### src/rtl/id_ex_stage_reg_pkg.sv
// Shared pipeline definitions: control-word layout, bubble encoding and
// ALU operation classes used by the ID/EX register and its hazard logic.
package id_ex_stage_reg_pkg;

    // Control word width and bit positions:
    // {reg_write, mem_read, mem_write, mem_to_reg, alu_src, branch, alu_op[1:0]}
    localparam int unsigned CTRL_W          = 8;
    localparam int unsigned CTRL_REG_WRITE  = 7;
    localparam int unsigned CTRL_MEM_READ   = 6;
    localparam int unsigned CTRL_MEM_WRITE  = 5;
    localparam int unsigned CTRL_MEM_TO_REG = 4;
    localparam int unsigned CTRL_ALU_SRC    = 3;
    localparam int unsigned CTRL_BRANCH     = 2;
    localparam int unsigned CTRL_ALU_OP     = 0;
    localparam int unsigned CTRL_ALU_OP_W   = 2;

    // Index and funct field widths
    localparam int unsigned REG_IDX_W = 5;
    localparam int unsigned FUNCT4_W  = 4;

    // A bubble carries no side effects: no register write, no memory access
    localparam logic [CTRL_W-1:0] BUBBLE_CTRL = 8'h00;

    // ALU operation classes carried in ctrl[1:0]
    typedef enum logic [CTRL_ALU_OP_W-1:0] {
        ALU_OP_ADD    = 2'b00,
        ALU_OP_BRANCH = 2'b01,
        ALU_OP_RTYPE  = 2'b10,
        ALU_OP_ITYPE  = 2'b11
    } alu_op_e;

    function automatic logic ctrl_mem_read(input logic [CTRL_W-1:0] ctrl);
        return ctrl[CTRL_MEM_READ];
    endfunction

    function automatic logic ctrl_reg_write(input logic [CTRL_W-1:0] ctrl);
        return ctrl[CTRL_REG_WRITE];
    endfunction

    function automatic logic ctrl_mem_write(input logic [CTRL_W-1:0] ctrl);
        return ctrl[CTRL_MEM_WRITE];
    endfunction

endpackage

### src/rtl/id_ex_stage_reg_load_use_detect.sv
// Load-use hazard detector: flags when the instruction in ID reads a register
// that the load currently in EX has not yet produced.
module load_use_detect
    import id_ex_stage_reg_pkg::*;
(
    input  logic                 flush,
    input  logic                 ex_valid,
    input  logic                 ex_mem_read,
    input  logic [REG_IDX_W-1:0] ex_rd,
    input  logic                 id_valid,
    input  logic [REG_IDX_W-1:0] id_rs1,
    input  logic [REG_IDX_W-1:0] id_rs2,
    input  logic                 id_uses_rs2,
    output logic                 load_use_stall
);

    logic ex_is_load;
    logic rs1_match;
    logic rs2_match;

    // x0 is never a real dependency; a squashed instruction never stalls
    always_comb begin
        ex_is_load     = ex_valid & ex_mem_read & (ex_rd != '0);
        rs1_match      = (ex_rd == id_rs1);
        rs2_match      = id_uses_rs2 & (ex_rd == id_rs2);
        load_use_stall = ~flush & ex_is_load & id_valid & (rs1_match | rs2_match);
    end

endmodule

### src/rtl/id_ex_stage_reg.sv
// ID/EX pipeline register with load-use bubble insertion and a saturating
// count of inserted bubbles for performance monitoring.
module id_ex_stage_reg
    import id_ex_stage_reg_pkg::*;
#(
    parameter int unsigned XLEN  = 64,
    parameter int unsigned CNT_W = 32
) (
    input  logic                 clk,
    input  logic                 reset,
    input  logic                 hold,
    input  logic                 flush,
    input  logic                 id_valid,
    input  logic [XLEN-1:0]      id_pc,
    input  logic [REG_IDX_W-1:0] id_rs1,
    input  logic [REG_IDX_W-1:0] id_rs2,
    input  logic [REG_IDX_W-1:0] id_rd,
    input  logic                 id_uses_rs2,
    input  logic [XLEN-1:0]      id_rs1_data,
    input  logic [XLEN-1:0]      id_rs2_data,
    input  logic [XLEN-1:0]      id_imm,
    input  logic [FUNCT4_W-1:0]  id_funct4,
    input  logic [CTRL_W-1:0]    id_ctrl,
    output logic                 ex_valid,
    output logic [XLEN-1:0]      ex_pc,
    output logic [XLEN-1:0]      ex_rs1_data,
    output logic [XLEN-1:0]      ex_rs2_data,
    output logic [XLEN-1:0]      ex_imm,
    output logic [REG_IDX_W-1:0] ex_rs1,
    output logic [REG_IDX_W-1:0] ex_rs2,
    output logic [REG_IDX_W-1:0] ex_rd,
    output logic [FUNCT4_W-1:0]  ex_funct4,
    output logic [CTRL_W-1:0]    ex_ctrl,
    output logic                 load_use_stall,
    output logic [CNT_W-1:0]     bubble_cnt
);

    localparam logic [CNT_W-1:0] CNT_ONE = {{(CNT_W-1){1'b0}}, 1'b1};

    logic ex_mem_read;

    assign ex_mem_read = ctrl_mem_read(ex_ctrl);

    load_use_detect u_load_use_detect (
        .flush          (flush),
        .ex_valid       (ex_valid),
        .ex_mem_read    (ex_mem_read),
        .ex_rd          (ex_rd),
        .id_valid       (id_valid),
        .id_rs1         (id_rs1),
        .id_rs2         (id_rs2),
        .id_uses_rs2    (id_uses_rs2),
        .load_use_stall (load_use_stall)
    );

    // Pipeline register: hold > flush > bubble > normal advance
    always_ff @(posedge clk or posedge reset) begin
        if (reset) begin
            ex_valid    <= 1'b0;
            ex_ctrl     <= BUBBLE_CTRL;
            ex_pc       <= '0;
            ex_rs1_data <= '0;
            ex_rs2_data <= '0;
            ex_imm      <= '0;
            ex_rs1      <= '0;
            ex_rs2      <= '0;
            ex_rd       <= '0;
            ex_funct4   <= '0;
        end else if (hold) begin
            ex_valid    <= ex_valid;
        end else if (flush) begin
            // squashed slot: payload is don't-care, so it simply tracks ID
            ex_valid    <= 1'b0;
            ex_ctrl     <= BUBBLE_CTRL;
            ex_pc       <= id_pc;
            ex_rs1_data <= id_rs1_data;
            ex_rs2_data <= id_rs2_data;
            ex_imm      <= id_imm;
            ex_rs1      <= id_rs1;
            ex_rs2      <= id_rs2;
            ex_rd       <= id_rd;
            ex_funct4   <= id_funct4;
        end else if (load_use_stall) begin
            // ex_rd=0 keeps the forwarding unit from matching the bubble
            ex_valid    <= 1'b0;
            ex_ctrl     <= BUBBLE_CTRL;
            ex_rd       <= '0;
        end else begin
            ex_valid    <= id_valid;
            ex_ctrl     <= id_valid ? id_ctrl : BUBBLE_CTRL;
            ex_pc       <= id_pc;
            ex_rs1_data <= id_rs1_data;
            ex_rs2_data <= id_rs2_data;
            ex_imm      <= id_imm;
            ex_rs1      <= id_rs1;
            ex_rs2      <= id_rs2;
            ex_rd       <= id_rd;
            ex_funct4   <= id_funct4;
        end
    end

    // Saturating bubble counter; flush already masks load_use_stall
    always_ff @(posedge clk or posedge reset) begin
        if (reset) begin
            bubble_cnt <= '0;
        end else if (!hold && load_use_stall && (bubble_cnt != '1)) begin
            bubble_cnt <= bubble_cnt + CNT_ONE;
        end
    end

endmodule

### config.mk
export PLATFORM = sky130hd
export DESIGN_NAME = id_ex_stage_reg
export DESIGN_NICKNAME = d
export VERILOG_FILES = /design/src/rtl/id_ex_stage_reg_pkg.sv /design/src/rtl/id_ex_stage_reg_load_use_detect.sv /design/src/rtl/id_ex_stage_reg.sv
export SDC_FILE = /design/constraint.sdc
export NUM_CORES = 1
export LEC_CHECK = 0
export CELL_PAD_IN_SITES_DETAIL_PLACEMENT = 0
export CELL_PAD_IN_SITES_GLOBAL_PLACEMENT = 1
export CORE_AREA = 2 2 238 240
export CTS_CLUSTER_SIZE = 10
export DETAILED_ROUTE_END_ITERATION = 8
export DIE_AREA = 0 0 240 242
export GPL_TIMING_DRIVEN = 0
export PLACE_DENSITY = 0.73
export SETUP_SLACK_MARGIN = 0.05
export SYNTH_ARGS = -nofsm -noshare
export SYNTH_HDL_FRONTEND = slang
export SYNTH_SLANG_ARGS = --single-unit
### constraint.sdc
create_clock -name clk -period 9.8 [get_ports clk]
set_input_delay 0.98 -clock clk [delete_from_list [all_inputs] [get_ports clk]]
set_output_delay 0.98 -clock clk [all_outputs]
set_load 0.01 [all_outputs]
==> flow_metrics.env, run 1 <==
export IMPL_synthAdderAreaFrac_pct=0.0960
export IMPL_synth_top_cells_by_area="sky130_fd_sc_hd__dfrtp_1, sky130_fd_sc_hd__mux2_4, sky130_fd_sc_hd__mux2_2, sky130_fd_sc_hd__buf_6, sky130_fd_sc_hd__xnor2_1"
export IMPL_p_per_area_nw_per_um2=165
export IMPL_timing_rr_end="ex_rs2[4]"
export IMPL_worst_slew_pin_transition_ps=790
export IMPL_part_of_the_yosys_area_used_for_sequential_elements_pct=60.6
export IMPL_yosys_area_share_xor_xnor_pct=2.69
export IMPL_antennaDiodeCount=0
export IMPL_worst_setup_path_start_kind="primary input"
export IMPL_synthMuxAreaShare_pct=29.2
export IMPL_critPathCaptureType="primary output"
export IMPL_cts_htree_levels=2
export IMPL_setup_slack_ps=5470
export IMPL_multi_input_gate_area_sq_um=4790
export IMPL_synth_compound_area_share_pct=1.19
export IMPL_leakagePower_nw=9.17
export IMPL_final_nets=1716
export IMPL_post_cts_resized=0
export IMPL_cts_hold_buffers_added=0
export IMPL_via_count=8924
export IMPL_fin_worst_skew_ps=16.9
export IMPL_detail_route_iter0_violations=215
export IMPL_post_synthesis_cell_count=778
export IMPL_reg2regPathDepth=10
export IMPL_timing_hold_worst_path_depth=1
export IMPL_timing_hold_violations_final=0
export IMPL_num_io_pins=606
export IMPL_peakVddDrop_mv=0.0965
export IMPL_post_route_drc_count=0
export IMPL_place_detailed_hpwl_um=31700
export IMPL_grt_pass1_wl_um=61800
export IMPL_port_buffer_count=605
export IMPL_rsz0062_at_grt="false"
export IMPL_clk_transition_reported_paths_ps=50
export IMPL_placed_cell_area_sq_um=20100
export IMPL_hold_startpoint="bubble_cnt[8]"
export IMPL_worst_ep_arrival_time_ps=3350
export IMPL_ff_latch_area_sq_um=7910
export IMPL_syn_num_nets=1068
export IMPL_hold_ws_ps=500
export IMPL_die_x_um=240
export IMPL_clock_root_buffer="sky130_fd_sc_hd__clkbuf_16"
export IMPL_n_fill_cell=5329
export IMPL_coreArea_sq_um=55700
export IMPL_initial_core_util_pct=23.4
export IMPL_gr_total_overflow=0
export IMPL_stdcell_area_sq_um=21200
export IMPL_maximum_clock_frequency_mhz=231
export IMPL_post_synth_and_or_nand_nor_area_fraction_pct=3.64
export IMPL_numClockSinks=316
export IMPL_antenna_violations_before_repair=0
export IMPL_detail_route_first_pass_iterations=4
export IMPL_dieArea_sq_um=58100
export IMPL_syn_avg_cell_area_sq_um=16.8
export IMPL_drive_gt1_share_pct=24.7
export IMPL_post_synth_top_area_cell="sky130_fd_sc_hd__dfrtp_1"
export IMPL_grt_pass1_vias=9807
export IMPL_area_growth_pct=62.8
export IMPL_clock_tree_buffer_depth=3
export IMPL_synth_top_family_by_area="multiplexers"
export IMPL_dp_slack_ps=5420
export IMPL_timing_final_crit_share_pct=44.1
export IMPL_ys_warnings_count=0
export IMPL_syn_std_cell_area_sq_um=13000
export IMPL_setup_viol=0
export IMPL_track_usage_pct=13.9
export IMPL_final_min_clock_period_ps=4330
export IMPL_routed_len_inst_um=19.0
export IMPL_synth_top_flop_cell="sky130_fd_sc_hd__dfrtp_1"
export IMPL_cts_repair_timing_setup_buffer_count=0
export IMPL_fp_dieH_um=242
export IMPL_top_library_cells_by_usage_in_the_layout_fill_and_taps_aside="sky130_fd_sc_hd__clkdlybuf4s50_1, sky130_fd_sc_hd__dfrtp_1, sky130_fd_sc_hd__mux2_4, sky130_fd_sc_hd__mux2_2, sky130_fd_sc_hd__clkbuf_16"
export IMPL_routed_via_density=4.06
export IMPL_drtAntennaViolNets=0
export IMPL_mostFrequentLayoutCell="sky130_fd_sc_hd__clkdlybuf4s50_1"
export IMPL_outcome="finished, final reports clean"
export IMPL_synth_edff_count=0
export IMPL_clock_latency_ps=550
export IMPL_grt_max_degree=119
export IMPL_yosys_register_bits=316
export IMPL_report_final_slew_viol_count=0
export IMPL_critPathRequiredTime_ps=8820
export IMPL_maxCapViolCount=0
export IMPL_netlist_cell_type_count=35
export IMPL_worst_hold_path_endpoint="bubble_cnt[8]"
export IMPL_ff2ff_setup_slack_ps=6780
export IMPL_routabilityCongestion=0.815
export IMPL_synthDominantCellAreaShare_pct=60.6
export IMPL_wirelength_um=41700
export IMPL_worstHoldPathType="flop to flop"
export IMPL_worstSetupPathType="primary input to primary output"
export IMPL_regToRegStartpoint="ex_rd[4]"
export IMPL_synth_async_sr_flop_share_pct=100
export IMPL_crit_path_max_fanout=7
export IMPL_rows=87
export IMPL_cts_buffers=39
export IMPL_relative_slew_slack_pct=46.9
export IMPL_cts_tree="yes"
layout make-up:
| type | count | share of cell area, % |
|---|---|---|
| inverters | 3 | 0.0884 |
| clock inverters | 5 | 0.189 |
| flip-flops and latches | 316 | 37.3 |
| repair buffers | 607 | 28.8 |
| plain buffers | 37 | 1.53 |
| well taps | 756 | 4.46 |
| clock buffers | 51 | 5.10 |
| multi-input cells | 422 | 22.6 |
cell families (layout without fill, tap and decap cells):
family	Yosys count	after routing
flip-flops	316	316
XOR/XNOR	40	40
adder cells (fa/ha/maj)	1	1
multiplexers	271	271
AO/OA/AOI/OAI	22	22
AND/OR/NAND/NOR	88	88
buffers and inverters	40	703
sequential cells by signal, indices dropped and copies added, names as in the netlist:
name / count
ex_ctrl: 8
ex_pc: 64
ex_rs2: 5
bubble_cnt: 32
ex_imm: 64
ex_rd: 5
ex_valid: 1
ex_rs1: 5
ex_rs1_data: 64
ex_rs2_data: 64
ex_funct4: 4
Yosys cell counts, drive strengths merged, types with 2 or more instances:
cell type	number
nor2	4
clkbuf	5
a22o	8
buf	32
and3b	2
nor3	6
nand4	17
nand3	14
xnor2	28
and3	8
a31oi	2
dfrtp	316
o21ai	7
xor2	12
or2	2
mux2	271
nor4	3
nand2	21
inv	3
and2	5
nor2b	2
critical path, cell delays in order:
cell                              delay [ps]
sky130_fd_sc_hd__clkdlybuf4s50_1         500
sky130_fd_sc_hd__xor2_1                  180
sky130_fd_sc_hd__nor4_1                  290
sky130_fd_sc_hd__a32oi_1                 320
sky130_fd_sc_hd__or2_1                   310
sky130_fd_sc_hd__buf_2                   160
sky130_fd_sc_hd__inv_1                    60
sky130_fd_sc_hd__clkdlybuf4s50_1         540
where the power goes:
part	switching, mW	total [mW]	internal [mW]	leakage (nW)
combinational	0.242	0.698	0.456	4.83
clock	0.548	1.31	0.766	0.553
sequential	0.0719	1.49	1.42	3.79
per-layer routing:
layer	global-route usage [%]	up-vias	routed length, um
li1	-	4046	-
met1	15.9	4459	16100
met2	24.4	366	21000
met3	4.51	53	3600
met4	4.33	0	1020
met5	0	-	0
through the flow:
step	cells	TNS, ps	utilization [%]	power [mW]
2_1_floorplan	778	0	-	1.79
6_report	2197	0	38.1	3.51
4_1_cts	2197	0	38.1	3.57
5_1_grt	2197	0	38.1	3.66
3_5_place_dp	2141	0	36.1	2.22
3_3_place_gp	2139	-1307130	36.0	2.21
worst max-delay path by stage:
stage | start | end | cells after the start
after global placement | reset | ex_rs1[3] | 2
final | id_rs2[3] | load_use_stall | 8
after floorplan | reset | bubble_cnt[0] | 1
after detailed placement | id_rs2[3] | load_use_stall | 8
after CTS | id_rs2[3] | load_use_stall | 8
after global routing | id_rs2[3] | load_use_stall | 8
(Power assumes the default switching activity.)
==> run 2, diff against run 1 <==
- clock period: 9.8 -> 3.7 ns (I/O delays scaled with it)
==> run 2 against run 1 <==
- register-to-register slack worse by 6000 ps
- clock skew is 4.1 ps lower
- total power grew to 2.7 times the previous value
- utilization is 0.39 points higher
- largest cell class unchanged
- highest routed layer is now met5
==> flow_metrics.env, run 2 (same netlist as run 1, synthesis figures left out) <==
export IMPL_place_detailed_hpwl_um=32000
export IMPL_cts_htree_levels=2
export IMPL_critical_path_depth=7
export IMPL_p_per_area_nw_per_um2=448
export IMPL_power_frac_comb_pct=19.4
export IMPL_power_share_clock_pct=39.4
export IMPL_net_switching_power_mw=2.31
export IMPL_detail_route_iter0_violations=266
export IMPL_cts_buffers=40
export IMPL_fin_worst_skew_ps=12.8
export IMPL_final_nets=1723
export IMPL_rows=87
export IMPL_top_library_cells_by_usage_in_the_layout_fill_and_taps_aside="sky130_fd_sc_hd__clkdlybuf4s50_1, sky130_fd_sc_hd__dfrtp_1, sky130_fd_sc_hd__mux2_4, sky130_fd_sc_hd__mux2_2, sky130_fd_sc_hd__clkbuf_16"
export IMPL_detail_route_first_pass_iterations=5
export IMPL_cts_hold_buffers_added=0
export IMPL_num_io_pins=606
export IMPL_worstSetupPathType="flop to primary output"
export IMPL_outcome="finished, final reports clean"
export IMPL_top_cell_family_by_delay_on_the_critical_path="buffers and inverters"
export IMPL_regToRegStartpoint="ex_rd[3]"
export IMPL_routed_len_inst_um=18.9
export IMPL_cts_repair_timing_setup_buffer_count=0
export IMPL_track_usage_pct=14.0
export IMPL_routed_via_density=4.05
export IMPL_wp_buf_inv=3
export IMPL_maximum_clock_frequency_mhz=313
export IMPL_worst_slew_pin_transition_ps=816
export IMPL_wirelength_um=41800
export IMPL_timing_hold_violations_final=0
export IMPL_grt_pass1_vias=9793
export IMPL_clock_latency_ps=550
export IMPL_dp_slack_ps=193
export IMPL_stdcell_area_sq_um=21400
export IMPL_sequentialPowerShare_pct=41.3
export IMPL_initial_core_util_pct=23.4
export IMPL_peakVddDrop_mv=0.263
export IMPL_worst_setup_path_start_kind="flop"
export IMPL_grt_max_degree=43
export IMPL_timing_rr_end="ex_imm[5]"
export IMPL_port_buffer_count=605
export IMPL_power_share_switching_pct=24.1
export IMPL_antenna_violations_before_repair=2
export IMPL_setup_slack_ps=510
export IMPL_placed_cell_area_sq_um=20200
export IMPL_leakagePower_nw=9.26
export IMPL_numClockSinks=316
export IMPL_drtAntennaViolNets=0
export IMPL_critPathCaptureType="primary output"
export IMPL_layout_cells_non_filler=2210
export IMPL_worst_ep_arrival_time_ps=2820
export IMPL_critPathRequiredTime_ps=3330
export IMPL_post_route_drc_count=0
export IMPL_clock_tree_buffer_depth=3
export IMPL_fp_dieH_um=242
export IMPL_worstHoldPathType="primary input to asynchronous set/reset pin"
export IMPL_timing_critical_path_cells="xor2_1, nor4_1, a32oi_1, or2_1, buf_2, inv_1, clkdlybuf4s50_1"
export IMPL_rsz0062_at_grt="false"
export IMPL_dieArea_sq_um=58100
export IMPL_via_count=8956
export IMPL_report_final_slew_viol_count=0
export IMPL_cpMaxStageDelayCell="sky130_fd_sc_hd__clkdlybuf4s50_1"
export IMPL_critPathMaxStageDelay_ps=530
export IMPL_ff2ff_setup_slack_ps=770
export IMPL_area_growth_pct=64.4
export IMPL_dp_cells=2147
export IMPL_coreArea_sq_um=55700
export IMPL_die_x_um=240
export IMPL_power_internal_mw=7.29
export IMPL_drive_gt1_share_pct=25.1
export IMPL_final_min_clock_period_ps=3190
export IMPL_post_cts_resized=0
export IMPL_setup_viol=0
export IMPL_gr_total_overflow=0
export IMPL_timing_final_crit_share_pct=86.2
export IMPL_clock_root_buffer="sky130_fd_sc_hd__clkbuf_16"
export IMPL_relative_slew_slack_pct=45.2
export IMPL_grt_pass1_wl_um=62300
export IMPL_reg2regPathDepth=9
export IMPL_clk_transition_reported_paths_ps=60
export IMPL_cts_tree="yes"
export IMPL_maxCapViolCount=0
export IMPL_routabilityCongestion=0.843
export IMPL_crit_path_max_fanout=7
export IMPL_mostFrequentLayoutCell="sky130_fd_sc_hd__clkdlybuf4s50_1"
## run 2: final cells by class
| class | count | area, sq um |
|---|---|---|
| diodes | 1 | 2.50 |
| well taps | 756 | 946 |
| plain buffers | 37 | 325 |
| flip-flops and latches | 316 | 7910 |
| inverters | 3 | 15.0 |
| multi-input cells | 422 | 4790 |
| fillers | 5327 | 34300 |
| clock buffers | 56 | 1120 |
| repair buffers | 613 | 6220 |
| clock inverters | 6 | 113 |
## run 2: power groups by stage
stage                     Combinational [mW]  Clock (mW)  Sequential, mW
final                                   1.86        3.78            3.96
after detailed placement                1.88           0            4.01
after global routing                    1.97        4.06            3.99
after CTS                               1.89        3.92            3.96
after global placement                  1.85           0            4.01
after floorplan                        0.602           0            4.13
## run 2: worst reg2reg max path: stages, from the launching register on
cell and delay (ps):
sky130_fd_sc_hd__dfrtp_1 450, sky130_fd_sc_hd__xor2_1 190, sky130_fd_sc_hd__nor4_1 70, sky130_fd_sc_hd__a32oi_1 600, sky130_fd_sc_hd__or2_1 190, sky130_fd_sc_hd__buf_2 160, sky130_fd_sc_hd__nor2b_1 170, sky130_fd_sc_hd__buf_6 190
sky130_fd_sc_hd__buf_2 380, sky130_fd_sc_hd__mux2_2 400
## run 2: routing by layer
metal / share of wire (%) / vias to the layer above / track usage [%]
li1: - / 4052 / -
met1: 40 / 4459 / 16.5
met2: 49 / 374 / 23.9
met3: 8.2 / 69 / 4.40
met4: 2.8 / 2 / 5.10
met5: 0.024 / - / 0
## run 2: how the worst max path moves through the flow
stage | slack (ps) | to | start
floorplan | -880 | bubble_cnt[0] | reset
global placement | -3380 | ex_pc[21] | reset
detailed placement | 190 | ex_imm[5] | id_rs2[4]
CTS | 450 | load_use_stall | ex_rd[3]
global route | 380 | load_use_stall | ex_rd[3]
finish | 510 | load_use_stall | ex_rd[3]
## run 2: stage by stage
step                       TNS, ps  hold WS [ps]  utilization (%)  power [mW]
after floorplan            -278350           489                -        4.74
after global placement    -1053330           488             36.0        5.85
after detailed placement         0           491             36.3        5.89
after CTS                        0           265             38.5        9.77
after global routing             0           322             38.5        10.0
final                            0           286             38.5        9.60
==> run 3, diff against run 2 <==
- CORE_AREA: 2 2 238 240 -> 2 2 237 239
- DIE_AREA: 0 0 240 242 -> 0 0 239 241
- PLACE_DENSITY: 0.73 -> 0.74
==> run 3 against run 2 <==
- clock skew is 3.0 ps higher
- final area is 0.82% lower
- routed wire length is 2.0% lower
- non-clock buffer count stayed put
- sequential power hardly changed
- combinational power hardly changed
- die area is 0.83% lower
- global-route usage is 0.53 points lower
- critical path depth stayed put
- register-to-register slack worse by 80 ps
- clock power is 6.9% lower
- worst hold slack better by 6.3 ps
- highest routed layer is now met4
==> flow_metrics.env, run 3 (same netlist as run 1, synthesis figures left out) <==
export IMPL_relative_slew_slack_pct=46.1
export IMPL_drtAntennaViolNets=0
export IMPL_rows=86
export IMPL_initial_core_util_pct=23.8
export IMPL_top_library_cells_by_usage_in_the_layout_fill_and_taps_aside="sky130_fd_sc_hd__clkdlybuf4s50_1, sky130_fd_sc_hd__dfrtp_1, sky130_fd_sc_hd__mux2_4, sky130_fd_sc_hd__mux2_2, sky130_fd_sc_hd__clkbuf_16"
export IMPL_post_cts_resized=0
export IMPL_clock_root_buffer="sky130_fd_sc_hd__clkbuf_16"
export IMPL_p_total_mw=9.34
export IMPL_clk_transition_reported_paths_ps=50
export IMPL_layout_cells_non_filler=2150
export IMPL_place_detailed_hpwl_um=31100
export IMPL_report_final_slew_viol_count=0
export IMPL_timing_hold_violations_final=0
export IMPL_antenna_violations_before_repair=1
export IMPL_timing_final_crit_share_pct=88.2
export IMPL_timing_critical_path_cells="xor2_1, nor4_1, a32oi_1, or2_1, buf_2, inv_1, clkdlybuf4s50_1"
export IMPL_dp_cells=2095
export IMPL_p_per_area_nw_per_um2=439
export IMPL_cts_buffers=39
export IMPL_top_cell_family_by_delay_on_the_critical_path="buffers and inverters"
export IMPL_hold_ws_ps=292
export IMPL_cts_repair_timing_setup_buffer_count=0
export IMPL_timing_rr_end="bubble_cnt[20]"
export IMPL_leakagePower_nw=9.21
export IMPL_gr_total_overflow=0
export IMPL_rsz0062_at_grt="false"
export IMPL_num_io_pins=606
export IMPL_worst_slew_pin_transition_ps=803
export IMPL_ff2ff_setup_slack_ps=690
export IMPL_coreArea_sq_um=54900
export IMPL_fin_worst_skew_ps=15.9
export IMPL_maximum_clock_frequency_mhz=307
export IMPL_drive_gt1_share_pct=24.9
export IMPL_detail_route_first_pass_iterations=4
export IMPL_mostFrequentLayoutCell="sky130_fd_sc_hd__clkdlybuf4s50_1"
export IMPL_grt_max_degree=42
export IMPL_reg2regPathDepth=7
export IMPL_worst_ep_arrival_time_ps=2890
export IMPL_crit_path_max_fanout=7
export IMPL_worstHoldPathType="primary input to asynchronous set/reset pin"
export IMPL_die_x_um=239
export IMPL_critPathCaptureType="primary output"
export IMPL_cts_htree_levels=2
export IMPL_clock_tree_buffer_depth=3
export IMPL_outcome="finished, final reports clean"
export IMPL_maxCapViolCount=0
export IMPL_port_buffer_count=605
export IMPL_grt_pass1_wl_um=59900
export IMPL_critPathMaxStageDelay_ps=530
export IMPL_setup_viol=0
export IMPL_fp_dieH_um=241
export IMPL_clock_latency_ps=540
export IMPL_cpMaxStageDelayCell="sky130_fd_sc_hd__clkdlybuf4s50_1"
export IMPL_cts_hold_buffers_added=0
export IMPL_routed_len_inst_um=19.1
export IMPL_cts_tree="yes"
export IMPL_via_count=9010
export IMPL_detail_route_iter0_violations=254
export IMPL_setup_tns_final_ps=0
export IMPL_area_growth_pct=63.1
export IMPL_final_nets=1722
export IMPL_regToRegStartpoint="ex_rd[1]"
export IMPL_worstSetupPathType="flop to primary output"
export IMPL_critPathRequiredTime_ps=3330
export IMPL_routed_via_density=4.19
export IMPL_wp_buf_inv=3
export IMPL_worst_setup_path_start_kind="flop"
export IMPL_wirelength_um=41000
export IMPL_final_min_clock_period_ps=3260
export IMPL_dieArea_sq_um=57600
export IMPL_track_usage_pct=13.5
export IMPL_numClockSinks=316
export IMPL_peakVddDrop_mv=0.268
export IMPL_post_route_drc_count=0
export IMPL_grt_pass1_vias=9659
export IMPL_routabilityCongestion=0.803
==> run 3: worst max-delay path by stage <==
stage / startpoint / end / slack, ps / cells after the start
6_report: ex_rd[1] / load_use_stall / 440 / 7
5_1_grt: ex_rd[1] / load_use_stall / 250 / 7
4_1_cts: ex_rd[3] / load_use_stall / 360 / 7
3_5_place_dp: id_rs2[4] / ex_pc[31] / 240 / 11
3_3_place_gp: reset / ex_rs2_data[46] / -3250 / 2
2_1_floorplan: reset / bubble_cnt[0] / -880 / 1
==> run 3: metrics by stage <==
step | util, % | worst slack, ps | instance area, sq um
final | 38.8 | 437 | 21300
after global routing | 38.8 | 245 | 21300
after CTS | 38.7 | 358 | 21300
after detailed placement | 36.7 | 237 | 20100
after global placement | 36.4 | -3250 | 20000
after floorplan | - | -881 | 13000
==> run 3: worst reg2reg max path: stages (launching register included) <==
cell	delay (ps)
sky130_fd_sc_hd__dfrtp_1	470
sky130_fd_sc_hd__xor2_1	200
sky130_fd_sc_hd__nor4_1	300
sky130_fd_sc_hd__a32oi_1	330
sky130_fd_sc_hd__nor3_1	750
sky130_fd_sc_hd__clkbuf_1	500
sky130_fd_sc_hd__nand3_1	180
sky130_fd_sc_hd__xnor2_1	160
==> run 3: cell type report <==
| cell class | count | area (sq um) |
|---|---|---|
| fillers | 5137 | 33600 |
| flip-flops and latches | 316 | 7910 |
| plain buffers | 37 | 325 |
| repair buffers | 613 | 6220 |
| clock inverters | 6 | 93.8 |
| clock buffers | 48 | 1030 |
| inverters | 3 | 15.0 |
| diodes | 1 | 2.50 |
| multi-input cells | 422 | 4790 |
| well taps | 704 | 881 |
==> run 3: power by group <==
part / switching [mW] / internal, mW / leakage (nW)
sequential: 0.188 / 3.77 / 3.79
clock: 1.44 / 2.08 / 0.545
combinational: 0.640 / 1.22 / 4.88
==> run 3: layer usage <==
metal  wire length [um]  GRT usage [%]  up-vias  share of wire (%)
met1              15700           15.5     4514                 38
met2              20700           23.5      381                 51
met3               3470           4.43       68                8.5
met5                  0              0        -                  0
met4               1070           4.75        0                2.6
li1                   -              -     4047                  -
